**src/rtl/cam_cfg_sequencer_if.sv**
```systemverilog
// SCCB write-request bus between the camera config sequencer and the SCCB master.
// The master modport is the requester (the sequencer); the slave modport is the
// SCCB master that performs the bus transaction.
interface cam_cfg_sequencer_if;
    logic       valid;  // write request pending
    logic       ready;  // SCCB master can accept the request this cycle
    logic [7:0] addr;   // sensor register address
    logic [7:0] data;   // sensor register value
    logic       done;   // one-cycle pulse: accepted write finished on the bus

    modport master (
        output valid,
        output addr,
        output data,
        input  ready,
        input  done
    );

    modport slave (
        input  valid,
        input  addr,
        input  data,
        output ready,
        output done
    );
endinterface

```
**src/rtl/cam_cfg_sequencer.sv**
```systemverilog
// Camera configuration sequencer.
// Walks the config ROM one entry per step and turns each {reg, val} entry into a
// single SCCB register write. Entry 16'hFFF0 inserts a DELAY_CYCLES wait and
// 16'hFFFF ends the table; the address never wraps past 255.
// Optional build macro CFG_SEQ_TIMEOUT_EN adds a per-write watchdog of
// TIMEOUT_CYCLES cycles (SEND + WAIT_DONE) that raises o_error and ends the run.
module cam_cfg_sequencer #(
    parameter logic [23:0] DELAY_CYCLES   = 24'd1_000_000,
    parameter logic [23:0] TIMEOUT_CYCLES = 24'd200_000
) (
    input  logic                       i_clk,
    input  logic                       i_rstn,
    input  logic                       i_start,
    output logic [7:0]                 o_rom_addr,
    input  logic [15:0]                i_rom_data,
    cam_cfg_sequencer_if.master        sccb,
    output logic                       o_busy,
    output logic                       o_done,
    output logic                       o_error,
    output logic [7:0]                 o_wr_count
);

    typedef enum logic [2:0] {
        ST_IDLE,
        ST_FETCH,
        ST_DECODE,
        ST_SEND,
        ST_WAIT_DONE,
        ST_DELAY,
        ST_DONE
    } state_t;

    localparam logic [15:0] ENTRY_DELAY = 16'hFFF0;
    localparam logic [15:0] ENTRY_END   = 16'hFFFF;
    // The delay counter counts down to zero inclusive, so N-1 gives N cycles.
    localparam logic [23:0] DELAY_LOAD  = DELAY_CYCLES - 24'd1;

    state_t      state_reg;
    logic [7:0]  rom_addr_reg;
    logic [7:0]  reg_addr_reg;
    logic [7:0]  reg_data_reg;
    logic [7:0]  wr_count_reg;
    logic        valid_reg;
    logic        busy_reg;
    logic        done_reg;
    logic [23:0] delay_cnt_reg;

    logic        last_entry;
    logic        delay_expired;
    logic        accept;

    // The final ROM address ends the run instead of wrapping back to 0.
    assign last_entry    = (rom_addr_reg == 8'hFF);
    assign delay_expired = (delay_cnt_reg == 24'd0);
    assign accept        = valid_reg && sccb.ready;

`ifdef CFG_SEQ_TIMEOUT_EN
    logic [23:0] tout_cnt_reg;
    logic        error_reg;
    logic        tout_hit;

    // Counter value k means k+1 cycles have been spent on this write so far.
    assign tout_hit = (tout_cnt_reg == (TIMEOUT_CYCLES - 24'd1));
    assign o_error  = error_reg;
`else
    // Without the watchdog the timeout length has no effect; it is folded into
    // an otherwise unused net so both builds share one parameter list.
    logic unused_timeout_cfg;
    assign unused_timeout_cfg = ^TIMEOUT_CYCLES;
    assign o_error = 1'b0;
`endif

    // Sequencer FSM: all outputs are registered and updated on state transitions.
    always_ff @(posedge i_clk) begin
        if (!i_rstn) begin
            state_reg     <= ST_IDLE;
            rom_addr_reg  <= 8'd0;
            reg_addr_reg  <= 8'd0;
            reg_data_reg  <= 8'd0;
            wr_count_reg  <= 8'd0;
            valid_reg     <= 1'b0;
            busy_reg      <= 1'b0;
            done_reg      <= 1'b0;
            delay_cnt_reg <= 24'd0;
`ifdef CFG_SEQ_TIMEOUT_EN
            tout_cnt_reg  <= 24'd0;
            error_reg     <= 1'b0;
`endif
        end else begin
            case (state_reg)
                // A new run may only be launched from rest.
                ST_IDLE, ST_DONE: begin
                    if (i_start) begin
                        rom_addr_reg <= 8'd0;
                        wr_count_reg <= 8'd0;
                        done_reg     <= 1'b0;
                        busy_reg     <= 1'b1;
`ifdef CFG_SEQ_TIMEOUT_EN
                        error_reg    <= 1'b0;
`endif
                        state_reg    <= ST_FETCH;
                    end
                end

                // Address is held for one cycle while the ROM registers it.
                ST_FETCH: begin
                    state_reg <= ST_DECODE;
                end

                // ROM data for the current address is valid now.
                ST_DECODE: begin
                    if (i_rom_data == ENTRY_END) begin
                        busy_reg  <= 1'b0;
                        done_reg  <= 1'b1;
                        state_reg <= ST_DONE;
                    end else if (i_rom_data == ENTRY_DELAY) begin
                        delay_cnt_reg <= DELAY_LOAD;
                        state_reg     <= ST_DELAY;
                    end else begin
                        reg_addr_reg <= i_rom_data[15:8];
                        reg_data_reg <= i_rom_data[7:0];
                        valid_reg    <= 1'b1;
`ifdef CFG_SEQ_TIMEOUT_EN
                        tout_cnt_reg <= 24'd0;
`endif
                        state_reg    <= ST_SEND;
                    end
                end

                // Request held stable until the SCCB master takes it.
                ST_SEND: begin
`ifdef CFG_SEQ_TIMEOUT_EN
                    tout_cnt_reg <= tout_cnt_reg + 24'd1;
                    if (tout_hit) begin
                        valid_reg <= 1'b0;
                        error_reg <= 1'b1;
                        busy_reg  <= 1'b0;
                        done_reg  <= 1'b1;
                        state_reg <= ST_DONE;
                    end else
`endif
                    if (accept) begin
                        valid_reg <= 1'b0;
                        state_reg <= ST_WAIT_DONE;
                    end
                end

                // Completion of the accepted write; the count saturates at 255.
                ST_WAIT_DONE: begin
`ifdef CFG_SEQ_TIMEOUT_EN
                    tout_cnt_reg <= tout_cnt_reg + 24'd1;
`endif
                    if (sccb.done) begin
                        if (wr_count_reg != 8'hFF) begin
                            wr_count_reg <= wr_count_reg + 8'd1;
                        end
                        if (last_entry) begin
                            busy_reg  <= 1'b0;
                            done_reg  <= 1'b1;
                            state_reg <= ST_DONE;
                        end else begin
                            rom_addr_reg <= rom_addr_reg + 8'd1;
                            state_reg    <= ST_FETCH;
                        end
                    end
`ifdef CFG_SEQ_TIMEOUT_EN
                    else if (tout_hit) begin
                        error_reg <= 1'b1;
                        busy_reg  <= 1'b0;
                        done_reg  <= 1'b1;
                        state_reg <= ST_DONE;
                    end
`endif
                end

                // Delay entry: exactly DELAY_CYCLES cycles here, then advance.
                ST_DELAY: begin
                    if (delay_expired) begin
                        if (last_entry) begin
                            busy_reg  <= 1'b0;
                            done_reg  <= 1'b1;
                            state_reg <= ST_DONE;
                        end else begin
                            rom_addr_reg <= rom_addr_reg + 8'd1;
                            state_reg    <= ST_FETCH;
                        end
                    end else begin
                        delay_cnt_reg <= delay_cnt_reg - 24'd1;
                    end
                end

                default: begin
                    valid_reg <= 1'b0;
                    busy_reg  <= 1'b0;
                    state_reg <= ST_IDLE;
                end
            endcase
        end
    end

    assign o_rom_addr = rom_addr_reg;
    assign o_busy     = busy_reg;
    assign o_done     = done_reg;
    assign o_wr_count = wr_count_reg;
    assign sccb.valid = valid_reg;
    assign sccb.addr  = reg_addr_reg;
    assign sccb.data  = reg_data_reg;

endmodule
```
**src/flat_wrapper.sv**
```systemverilog
// flat-port wrapper written by rule: the top's interface ports become plain ports
module cam_cfg_sequencer_flat 
#(
    parameter logic [23:0] DELAY_CYCLES   = 24'd1_000_000,
    parameter logic [23:0] TIMEOUT_CYCLES = 24'd200_000
)
  (i_clk, i_rstn, i_start, o_rom_addr, i_rom_data, o_busy, o_done, o_error, o_wr_count, sccb_valid, sccb_addr, sccb_data, sccb_ready, sccb_done);
  cam_cfg_sequencer_if sccb_i ();
  input  logic i_clk;
  input  logic i_rstn;
  input  logic i_start;
  output logic [7:0] o_rom_addr;
  input  logic [15:0] i_rom_data;
  output logic o_busy;
  output logic o_done;
  output logic o_error;
  output logic [7:0] o_wr_count;
  output wire logic [$bits(sccb_i.valid)-1:0] sccb_valid;
  output wire logic [$bits(sccb_i.addr)-1:0] sccb_addr;
  output wire logic [$bits(sccb_i.data)-1:0] sccb_data;
  input wire logic [$bits(sccb_i.ready)-1:0] sccb_ready;
  input wire logic [$bits(sccb_i.done)-1:0] sccb_done;
  assign sccb_valid = sccb_i.valid;
  assign sccb_addr = sccb_i.addr;
  assign sccb_data = sccb_i.data;
  assign sccb_i.ready = sccb_ready;
  assign sccb_i.done = sccb_done;
  cam_cfg_sequencer #(.DELAY_CYCLES(DELAY_CYCLES), .TIMEOUT_CYCLES(TIMEOUT_CYCLES)) u_core (.i_clk(i_clk), .i_rstn(i_rstn), .i_start(i_start), .o_rom_addr(o_rom_addr), .i_rom_data(i_rom_data), .sccb(sccb_i), .o_busy(o_busy), .o_done(o_done), .o_error(o_error), .o_wr_count(o_wr_count));
endmodule
```
**config.mk**
```make
export PLATFORM = sky130hd
export DESIGN_NAME = cam_cfg_sequencer_flat
export DESIGN_NICKNAME = d
export VERILOG_FILES = /design/src/rtl/cam_cfg_sequencer_if.sv /design/src/rtl/cam_cfg_sequencer.sv /design/src/flat_wrapper.sv
export SDC_FILE = /design/constraint.sdc
export NUM_CORES = 1
export LEC_CHECK = 0
export BUFFER_PORTS_ARGS = -buffer_cell sky130_fd_sc_hd__buf_4
export CAP_MARGIN = 20
export CORE_MARGIN = 2
export CORE_UTILIZATION = 60
export CTS_BUF_LIST = sky130_fd_sc_hd__clkbuf_4 sky130_fd_sc_hd__clkbuf_8 sky130_fd_sc_hd__clkbuf_16
export CTS_CLUSTER_DIAMETER = 150
export CTS_CLUSTER_SIZE = 16
export DETAILED_ROUTE_END_ITERATION = 7
export GPL_TIMING_DRIVEN = 0
export HOLD_SLACK_MARGIN = 0.05
export PLACE_DENSITY = 0.95
export SETUP_SLACK_MARGIN = 0.05
export SYNTH_ARGS = -nofsm -noshare
export SYNTH_HDL_FRONTEND = slang
export SYNTH_SLANG_ARGS = --single-unit
```
**constraint.sdc**
```tcl
create_clock -name i_clk -period 4.1 [get_ports i_clk]
set_clock_uncertainty 0.1 [all_clocks]
set_input_delay 0.41 -clock i_clk [delete_from_list [all_inputs] [get_ports i_clk]]
set_output_delay 0.41 -clock i_clk [all_outputs]
set_load 0.005 [all_outputs]
```
==> impl_metrics.csv, run 1 <==
group,metric,value,unit
cells_and_area,multiInputGateArea,1818,um2
clocking,postCtsHoldBufs,0,
global_routing,antenna_found_initial,0,
yosys,synth_top_area_share,38.78,%
setup_path,cp-start-kind,"register",
drt,vias_per_cell,6.384,
cells_and_area,diodes,0,
drt,drt_iter0_drc,361,
yosys,synthFlopType,"dfxtp_1",
yosys,synth_cells,368,
clocking,cts_sinks,62,
yosys,synth_most_common_cell,"dfxtp_1",
placed_design,hpwl,5967,um
yosys,synthTopCellsByCount,"dfxtp_1, nor2_1, a21oi_1, mux2i_1, nand2_1",
cells_and_area,fin_nets,458,
floorplanning,initial_utilization,62.27,%
yosys,ys_async_sr_fraction,0,%
cells_and_area,largest_reg_flops,24,
setup_path,arrival,2.98,ns
setup_path,crit_chain,"clkbuf_1 > nor3b_1 > nand2_1 > nor2_1 > buf_2 > mux2i_1 > nor2_1",
sta,rsz0062_at_grt,"false",
sta,setup_viol,0,
sta,worstMarginPinSlew,0.8270,ns
yosys,ys_ff_latch,62,
setup_path,cp-end-kind,"register",
drt,avgRoutedWirePerCell,17.17,um
setup_path,critPathSlowestCell,"nor2_1",
global_routing,grt_pass1_wl,14320,um
drt,routed_wl,8720,um
placed_design,port_buffers,54,
global_routing,overflow,0,
floorplanning,fp.dieH,77.04,um
placed_design,place.gp.congestion,0.9061,
clocking,clk_latency,0.34,ns
run_status,status,"finished, final reports clean",
cells_and_area,seq_area,1241,um2
flow_run,maxCapViolations,0,
clocking,tritoncts,"yes",
cells_and_area,syn2layout_area_growth,22.83,%
placed_design,dp_cells,492,
global_routing,first_global_vias,3144,
sta,relSlewSlack,44.87,%
floorplanning,die_x,77.04,um
yosys,yosysUniqueCellTypes,66,
drt,route.detailed.drc,0,
setup_path,crit_family,"simple AND/OR/NAND/NOR gates",
sta,clock.fmax,349.2,MHz
cells_and_area,nFillCells,355,
setup_path,cp_common_cell,"nor2_1",
setup_path,path_class,"register to register",
setup_path,worst-path-max-fanout,10,
cells_and_area,layout.cells.non_filler,508,
clocking,post_cts_buffers,0,
power_and_ir_drop,cellPowerDensity,801.0,nW/um2
clocking,cts-root-buf,"clkbuf_8",
setup_path,critPathMaxStageDelay,0.63,ns
yosys,seq_area_frac_synth,38.78,%
yosys,synth_edf_count,0,
clocking,clock_path_buffers,2,
clocking,htree_levels,3,
sta,finalMaxSlewViolations,0,
global_routing,grt_max_degree,11,
power_and_ir_drop,p_leak,1.604,nW
floorplanning,rows,26,
sta,finalHoldViolCount,0,
drt,dr_total_vias,3243,
sta,fin_crit_sh,69.84,%
yosys,mappedNetlistArea,3201,um2
clocking,clk_pin_slew_worst_paths,0.07,ns
yosys,synth_area_per_cell,8.697,um2
clocking,post_cts_resized,0,
cells_and_area,drive_gt1_share,21.00,%
drt,drt_pass1_iterations,7,
clocking,cts_buffers,9,
sta,period_minus_slack,2.863,ns
yosys,syn_nets,393,
yosys,yosysTopAreaCell,"dfxtp_1",
floorplanning,coreArea,5140,um2
drt,ant_nets,0,
floorplanning,ios,57,
yosys,synth.yosys.warnings,0,
power_and_ir_drop,peakVddDrop,0.0004627,V
setup_path,path_buf_inv,2,
setup_path,crit_required,4.21,ns
hold_path,hp-class,"primary input to register",
sta,tns,0,ns
floorplanning,die-area,5934,um2
yosys,synth_area_leaders,"dfxtp_1, mux2i_1, nor2_1, a21oi_1, nand2_1",
global_routing,grt_usage,29.83,%
-- layout make-up --
class	count	share of cell area, %
Buffer	21	2.546
Inverter	11	1.050
Multi-Input combinational cell	274	46.24
Clock buffer	13	4.392
Tap cell	70	2.228
Timing Repair Buffer	54	10.31
Clock inverter	3	1.655
Sequential cell	62	31.57
-- report_power, final --
part	internal, mW	leakage [nW]	switching, mW	total, mW
clock	0.398	0.123	0.235	0.633
sequential	0.766	0.504	0.154	0.921
combinational	0.668	0.977	0.927	1.60
total	1.83	1.60	1.32	3.15
-- tightest hold or removal path, delay by kind of cell --
family        cells  cell delay (ns)
mux               1             0.05
buf+inv           1             0.08
simple gates      1             0.07
-- cell families (layout without fill, tap and decap cells) --
group	Yosys count	count (layout)	share of synthesized area [%]
muxes	23	23	7.545
other	1	1	0.1172
buffers and inverters	32	102	4.417
DFF	62	62	38.78
adders and majority gates	4	4	1.564
AOI/OAI and AO/OA	77	77	17.24
xor gates and xnor gates	13	13	3.557
and+or+nand+nor	156	156	26.78
-- through the flow --
step / setup slack (ns) / util, % / area (um2) / total power [mW] / hold slack, ns
after detailed placement: 1.262 / 71.86 / 3694 / 2.469 / 0.3745
after CTS: 1.289 / 76.48 / 3931 / 3.110 / 0.2077
after floorplan: 1.597 / - / 3201 / 2.082 / 0.3530
after global placement: 1.362 / 71.86 / 3694 / 2.389 / 0.3631
after global routing: 1.074 / 76.48 / 3931 / 3.333 / 0.2431
final: 1.237 / 76.48 / 3931 / 3.149 / 0.2067
-- worst paths after layout --
check             cells past startpoint  slack, ns                   to           startpoint
hold reg to reg                       2       0.39        u_core.o_done        u_core.o_done
setup / recovery                      7       1.24  u_core.sccb.addr[1]  u_core.state_reg[1]
setup reg to reg                      7       1.24  u_core.sccb.addr[1]  u_core.state_reg[1]
hold / removal                        3       0.21  u_core.sccb.addr[0]        i_rom_data[8]
-- layer usage --
metal	global-route usage, %	part of all wire, %	up-vias
met5	0	0	-
met3	5.529	8.5	36
li1	-	-	1488
met2	51.05	49	185
met4	15.36	3.0	0
met1	35.67	40	1534
-- cell usage in the layout, fill, tap and decap left out, types with 4 or more instances in the layout --
cell / Yosys / layout
xor2_1: 7 / 7
a31oi_1: 5 / 5
nand2_1: 19 / 19
mux2i_1: 20 / 20
a21oi_1: 21 / 21
nand4_1: 9 / 9
or4_1: 8 / 8
a211oi_1: 5 / 5
nor3_1: 12 / 12
inv_1: 10 / 10
and3_1: 4 / 4
ha_1: 4 / 4
nand3_1: 7 / 7
clkbuf_8: 0 / 12
buf_4: 1 / 55
or3_1: 11 / 11
nand2b_1: 7 / 7
xnor2_1: 6 / 6
o21ai_1: 9 / 9
clkbuf_1: 13 / 13
nor4_1: 5 / 5
buf_2: 5 / 5
nor2_1: 51 / 51
o31a_1: 4 / 4
and4_1: 5 / 5
dfxtp_1: 62 / 62
(Power assumes the default switching activity.)
==> run 2: changes to the inputs <==
Settings changed: CORE_UTILIZATION 60 to 56, PLACE_DENSITY 0.95 to 0.9.
Clock period 4.1 ns to 2.7 ns, I/O delays scaled along.
==> impl_metrics.csv, run 2 (synthesis results as in run 1) <==
group,metric,value,unit
global_routing,grt_usage,27.26,%
global_routing,grt_pass1_wl,13610,um
setup_path,path_class,"register to register",
drt,ant_nets,0,
power_and_ir_drop,peakVddDrop,0.0007282,V
setup_path,critPathSlowestCell,"or4_1",
sta,period_minus_slack,2.588,ns
setup_path,crit_chain,"or4_1 > buf_4 > or4_4 > o21bai_4 > and2_4 > buf_8 > nand4_4 > mux2_4",
cells_and_area,nFillCells,400,
sta,worstMarginPinSlew,0.6648,ns
drt,route.detailed.drc,0,
setup_path,arrival,2.71,ns
cells_and_area,finish.instance_area,3958,um2
setup_path,critPathMaxStageDelay,0.51,ns
cells_and_area,drive_gt1_share,23.41,%
hold_path,hp-class,"primary input to register",
clocking,tritoncts,"yes",
placed_design,post_dp_cell_area,3696,um2
placed_design,port_buffers,54,
sta,clock.fmax,386.4,MHz
drt,routed_wl,8297,um
cells_and_area,fin_nets,461,
sta,fin_crit_sh,95.86,%
cells_and_area,seq_area,1242,um2
cells_and_area,diodes,0,
setup_path,crit_required,2.83,ns
drt,drt_iter0_drc,196,
floorplanning,coreArea,5507,um2
global_routing,first_global_vias,2966,
setup_path,worst-path-max-fanout,8,
setup_path,crit_family,"simple AND/OR/NAND/NOR gates",
clocking,htree_levels,3,
clocking,clock_path_buffers,2,
placed_design,place.gp.congestion,0.9099,
drt,vias_per_cell,6.055,
power_and_ir_drop,p_leak,1.615,nW
power_and_ir_drop,total_power,4.777,mW
clocking,cts_sinks,62,
sta,rsz0062_at_grt,"false",
power_and_ir_drop,cellPowerDensity,1207,nW/um2
cells_and_area,layout_commonest_cell,"dfxtp_1",
cells_and_area,multiInputGateArea,1848,um2
clocking,clk_latency,0.34,ns
flow_run,maxCapViolations,0,
sta,finalHoldViolCount,0,
setup_path,path_buf_inv,2,
clocking,clk_pin_slew_worst_paths,0.07,ns
sta,tns,0,ns
setup_path,cp-end-kind,"register",
floorplanning,die-area,6336,um2
floorplanning,initial_utilization,58.12,%
placed_design,hpwl,5685,um
run_status,status,"finished, final reports clean",
sta,setup_viol,0,
clocking,cts_buffers,9,
cells_and_area,final_cell_mix,"dfxtp_1, buf_4, nor2_1",
global_routing,antenna_found_initial,0,
global_routing,grt_max_degree,11,
floorplanning,die_x,79.60,um
floorplanning,rows,27,
sta,relSlewSlack,55.68,%
cells_and_area,largest_reg_flops,24,
cells_and_area,syn2layout_area_growth,23.65,%
floorplanning,fp.dieH,79.60,um
drt,avgRoutedWirePerCell,16.21,um
floorplanning,ios,57,
drt,dr_total_vias,3100,
sta,finalMaxSlewViolations,0,
clocking,cts-root-buf,"clkbuf_8",
global_routing,overflow,0,
drt,drt_pass1_iterations,5,
setup_path,cp-start-kind,"register",
[run 2: cell count changes in the layout (fill, tap and decap cells not counted), sizes merged]
cell and change:
clkinv -1, bufinv -2, clkbuf +4, buf +1
[run 2: worst paths after layout]
path / from / end / slack [ns] / cells after the start
worst max-delay path: u_core.delay_cnt_reg[3] / u_core.o_rom_addr[4] / 0.11 / 8
worst min-delay path: i_rom_data[10] / u_core.sccb.addr[2] / 0.08 / 3
worst max register to register: u_core.delay_cnt_reg[3] / u_core.o_rom_addr[4] / 0.11 / 8
worst min register to register: u_core.o_done / u_core.o_done / 0.38 / 2
[run 2: layout make-up]
cell class	count	share of cell area [%]
sequential	62	31.39
multi-input combinational	274	46.70
buffer	21	2.877
inverter	11	1.043
timing repair buffer	57	10.81
tap	72	2.276
clock buffer	15	4.900
[run 2: timing repair]
| item | in CTS | in global routing |
|---|---|---|
| buffers inserted | 1 | 2 |
| setup endpoints to repair | 17 | 29 |
| hold buffers | 0 | 0 |
| gates resized for setup | 3 | 16 |
| pin swaps | 0 | 2 |
[run 2: per-layer routing]
metal  wire length (um)  track usage [%]
met1               3536            33.90
met2               3914            43.95
met3                572            5.656
met4                274            15.00
met5                  0                0
[run 2: metrics by stage]
step / cells / hold slack [ns] / utilization, % / setup WS [ns]
detailed placement: 494 / 0.3732 / 67.12 / -0.08662
global placement: 494 / 0.3648 / 67.12 / 0.01601
floorplan: 368 / 0.3172 / - / 0.1967
CTS: 510 / 0.07279 / 70.96 / 0.06810
finish: 512 / 0.07951 / 71.87 / 0.1117
global route: 512 / 0.09463 / 71.87 / 0.05266
[run 2: power breakdown]
part | switching [mW] | internal (mW)
combinational | 1.46 | 1.12
clock | 0.344 | 0.450
sequential | 0.236 | 1.16
total | 2.04 | 2.74
[run 2: worst min-delay path, stage by stage]
cell and delay (ns):
buf_4 0.08, mux2i_1 0.06, nor2_1 0.07
==> run 3: changes to the inputs <==
Settings changed: CELL_PAD_IN_SITES_DETAIL_PLACEMENT set to 2, CELL_PAD_IN_SITES_GLOBAL_PLACEMENT set to 2, CORE_UTILIZATION 56 to 33, PLACE_DENSITY 0.9 to 0.89.
==> impl_metrics.csv, run 3 (synthesis results as in run 1) <==
group,metric,value,unit
floorplanning,die-area,10500,um2
power_and_ir_drop,power_frac_clock,19.3,%
drt,ant_nets,0,
global_routing,overflow,0,
power_and_ir_drop,p_leak,1.687,nW
cells_and_area,final_cell_mix,"buf_4, dfxtp_1, nor2_1",
setup_path,cp-end-kind,"register",
power_and_ir_drop,p_sw_share,43.92,%
sta,period_minus_slack,2.642,ns
cells_and_area,layout.cells.non_filler,576,
cells_and_area,layout_commonest_cell,"buf_4",
setup_path,crit_chain,"or4_4 > buf_6 > or4_4 > o21bai_4 > and2_4 > buf_8 > nand4_4 > mux2_4",
setup_path,path_class,"register to register",
cells_and_area,largest_reg_flops,24,
cells_and_area,diodes,0,
run_status,status,"finished, final reports clean",
cells_and_area,finish.instance_area,4184,um2
sta,fin_crit_sh,97.86,%
floorplanning,initial_utilization,34.31,%
drt,drt_iter0_drc,206,
cells_and_area,syn2layout_area_growth,30.73,%
power_and_ir_drop,p_int,3.104,mW
setup_path,path_buf_inv,2,
clocking,clock_path_buffers,2,
setup_path,crit_required,2.85,ns
drt,drt_pass1_iterations,5,
sta,tns,0,ns
clocking,postCtsHoldBufs,0,
flow_run,maxCapViolations,0,
clocking,cts_buffers,9,
floorplanning,coreArea,9328,um2
setup_path,critPathSlowestCell,"or4_4",
hold_path,hp-class,"primary input to register",
global_routing,grt_usage,23.24,%
setup_path,critPathMaxStageDelay,0.53,ns
power_and_ir_drop,cellPowerDensity,1323,nW/um2
sta,worstMarginPinSlew,0.8459,ns
floorplanning,fp.dieH,102.5,um
drt,routed_wl,12680,um
setup_path,crit_family,"simple AND/OR/NAND/NOR gates",
drt,route.detailed.drc,0,
power_and_ir_drop,peakVddDrop,0.0003766,V
sta,setup_viol,0,
sta,rsz0062_at_grt,"true",
power_and_ir_drop,switchingPower,2.431,mW
placed_design,post_dp_cell_area,3767,um2
floorplanning,die_x,102.5,um
cells_and_area,drive_gt1_share,26.17,%
drt,dr_total_vias,3304,
clocking,cts-root-buf,"clkbuf_8",
placed_design,hpwl,7839,um
drt,vias_per_cell,5.736,
sta,relSlewSlack,43.17,%
placed_design,dp_cells,551,
setup_path,arrival,2.79,ns
cells_and_area,fin_nets,467,
clocking,clk_pin_slew_worst_paths,0.08,ns
setup_path,cp-start-kind,"register",
setup_path,cp_common_cell,"or4_4",
clocking,clk_latency,0.35,ns
floorplanning,rows,35,
placed_design,place.gp.congestion,0.7997,
placed_design,port_buffers,54,
power_and_ir_drop,seqPwrFrac,26.2,%
global_routing,first_global_vias,3492,
power_and_ir_drop,combPwrFrac,54.5,%
global_routing,antenna_found_initial,0,
global_routing,grt_max_degree,11,
floorplanning,ios,57,
setup_path,worst-path-max-fanout,7,
sta,clock.fmax,378.5,MHz
global_routing,grt_pass1_wl,18690,um
drt,avgRoutedWirePerCell,22.01,um
sta,finalMaxSlewViolations,0,
clocking,cts_sinks,62,
sta,finalHoldViolCount,0,
clocking,htree_levels,3,
clocking,tritoncts,"yes",
## run 3: changes by cell type in the layout (fill, tap and decap cells not counted), moves of 2 or more
cell       delta
buf_4         +7
bufinv_16     +3
buf_6         +2
clkbuf_1      -2
clkbuf_4      -2
clkbuf_8      -2
## run 3: layout make-up
type	instances	area (um2)
repair buffers	65	488.0
inverters	11	41.29
multi-input cells	274	1879
flip-flops and latches	62	1246
fillers	1022	5144
well taps	129	161.4
clock buffers	13	166.4
plain buffers	19	111.4
clock inverters	3	90.09
## run 3: per-stage QoR
| step | setup WS (ns) | hold slack, ns | total power, mW | util, % |
|---|---|---|---|---|
| final | 0.05783 | 0.06373 | 5.535 | 44.86 |
| after global routing | -0.04217 | 0.08861 | 5.818 | 44.86 |
| after CTS | 0.05481 | 0.05380 | 5.153 | 43.59 |
| after detailed placement | -0.3585 | 0.3806 | 3.890 | 40.39 |
| after global placement | -0.1215 | 0.3675 | 3.746 | 40.39 |
| after floorplan | 0.1967 | 0.3172 | 3.162 | - |
## run 3: worst paths after layout
path                                         startpoint                    to  slack, ns  cells past startpoint
worst max-delay path            u_core.delay_cnt_reg[3]  u_core.o_rom_addr[4]       0.06                      8
worst min-delay path                      i_rom_data[8]   u_core.sccb.addr[0]       0.06                      3
worst min register to register            u_core.o_done         u_core.o_done       0.39                      2
worst max register to register  u_core.delay_cnt_reg[3]  u_core.o_rom_addr[4]       0.06                      8
## run 3: timing repair
action / 4_1_cts / 5_1_grt
hold endpoints to repair: 0 / 0
setup endpoints to repair: 48 / 43
gates resized for setup: 13 / 11
buffers inserted: 1 / 10
pin swaps: 0 / 3
## run 3: worst reg2reg max path, stage by stage, from the launching register on
cell and delay (ns):
dfxtp_4 0.36, or4_4 0.53, buf_6 0.15, or4_4 0.50, o21bai_4 0.20, and2_4 0.17, buf_8 0.12, nand4_4 0.10
mux2_4 0.31
## run 3: metal layers
layer / track usage, % / vias to the layer above / wire [um]
li1: - / 1500 / -
met1: 28.29 / 1628 / 5226
met2: 39.87 / 137 / 6309
met3: 5.404 / 39 / 772
met4: 8.718 / 0 / 371
met5: 0 / - / 0
## run 3: power groups by stage
stage / logic, mW / registers (mW) / clock network (mW)
2_1_floorplan: 1.81 / 1.35 / 0
3_3_place_gp: 2.36 / 1.39 / 0
3_5_place_dp: 2.48 / 1.41 / 0
4_1_cts: 2.65 / 1.41 / 1.09
5_1_grt: 3.20 / 1.48 / 1.13
6_report: 3.01 / 1.45 / 1.07
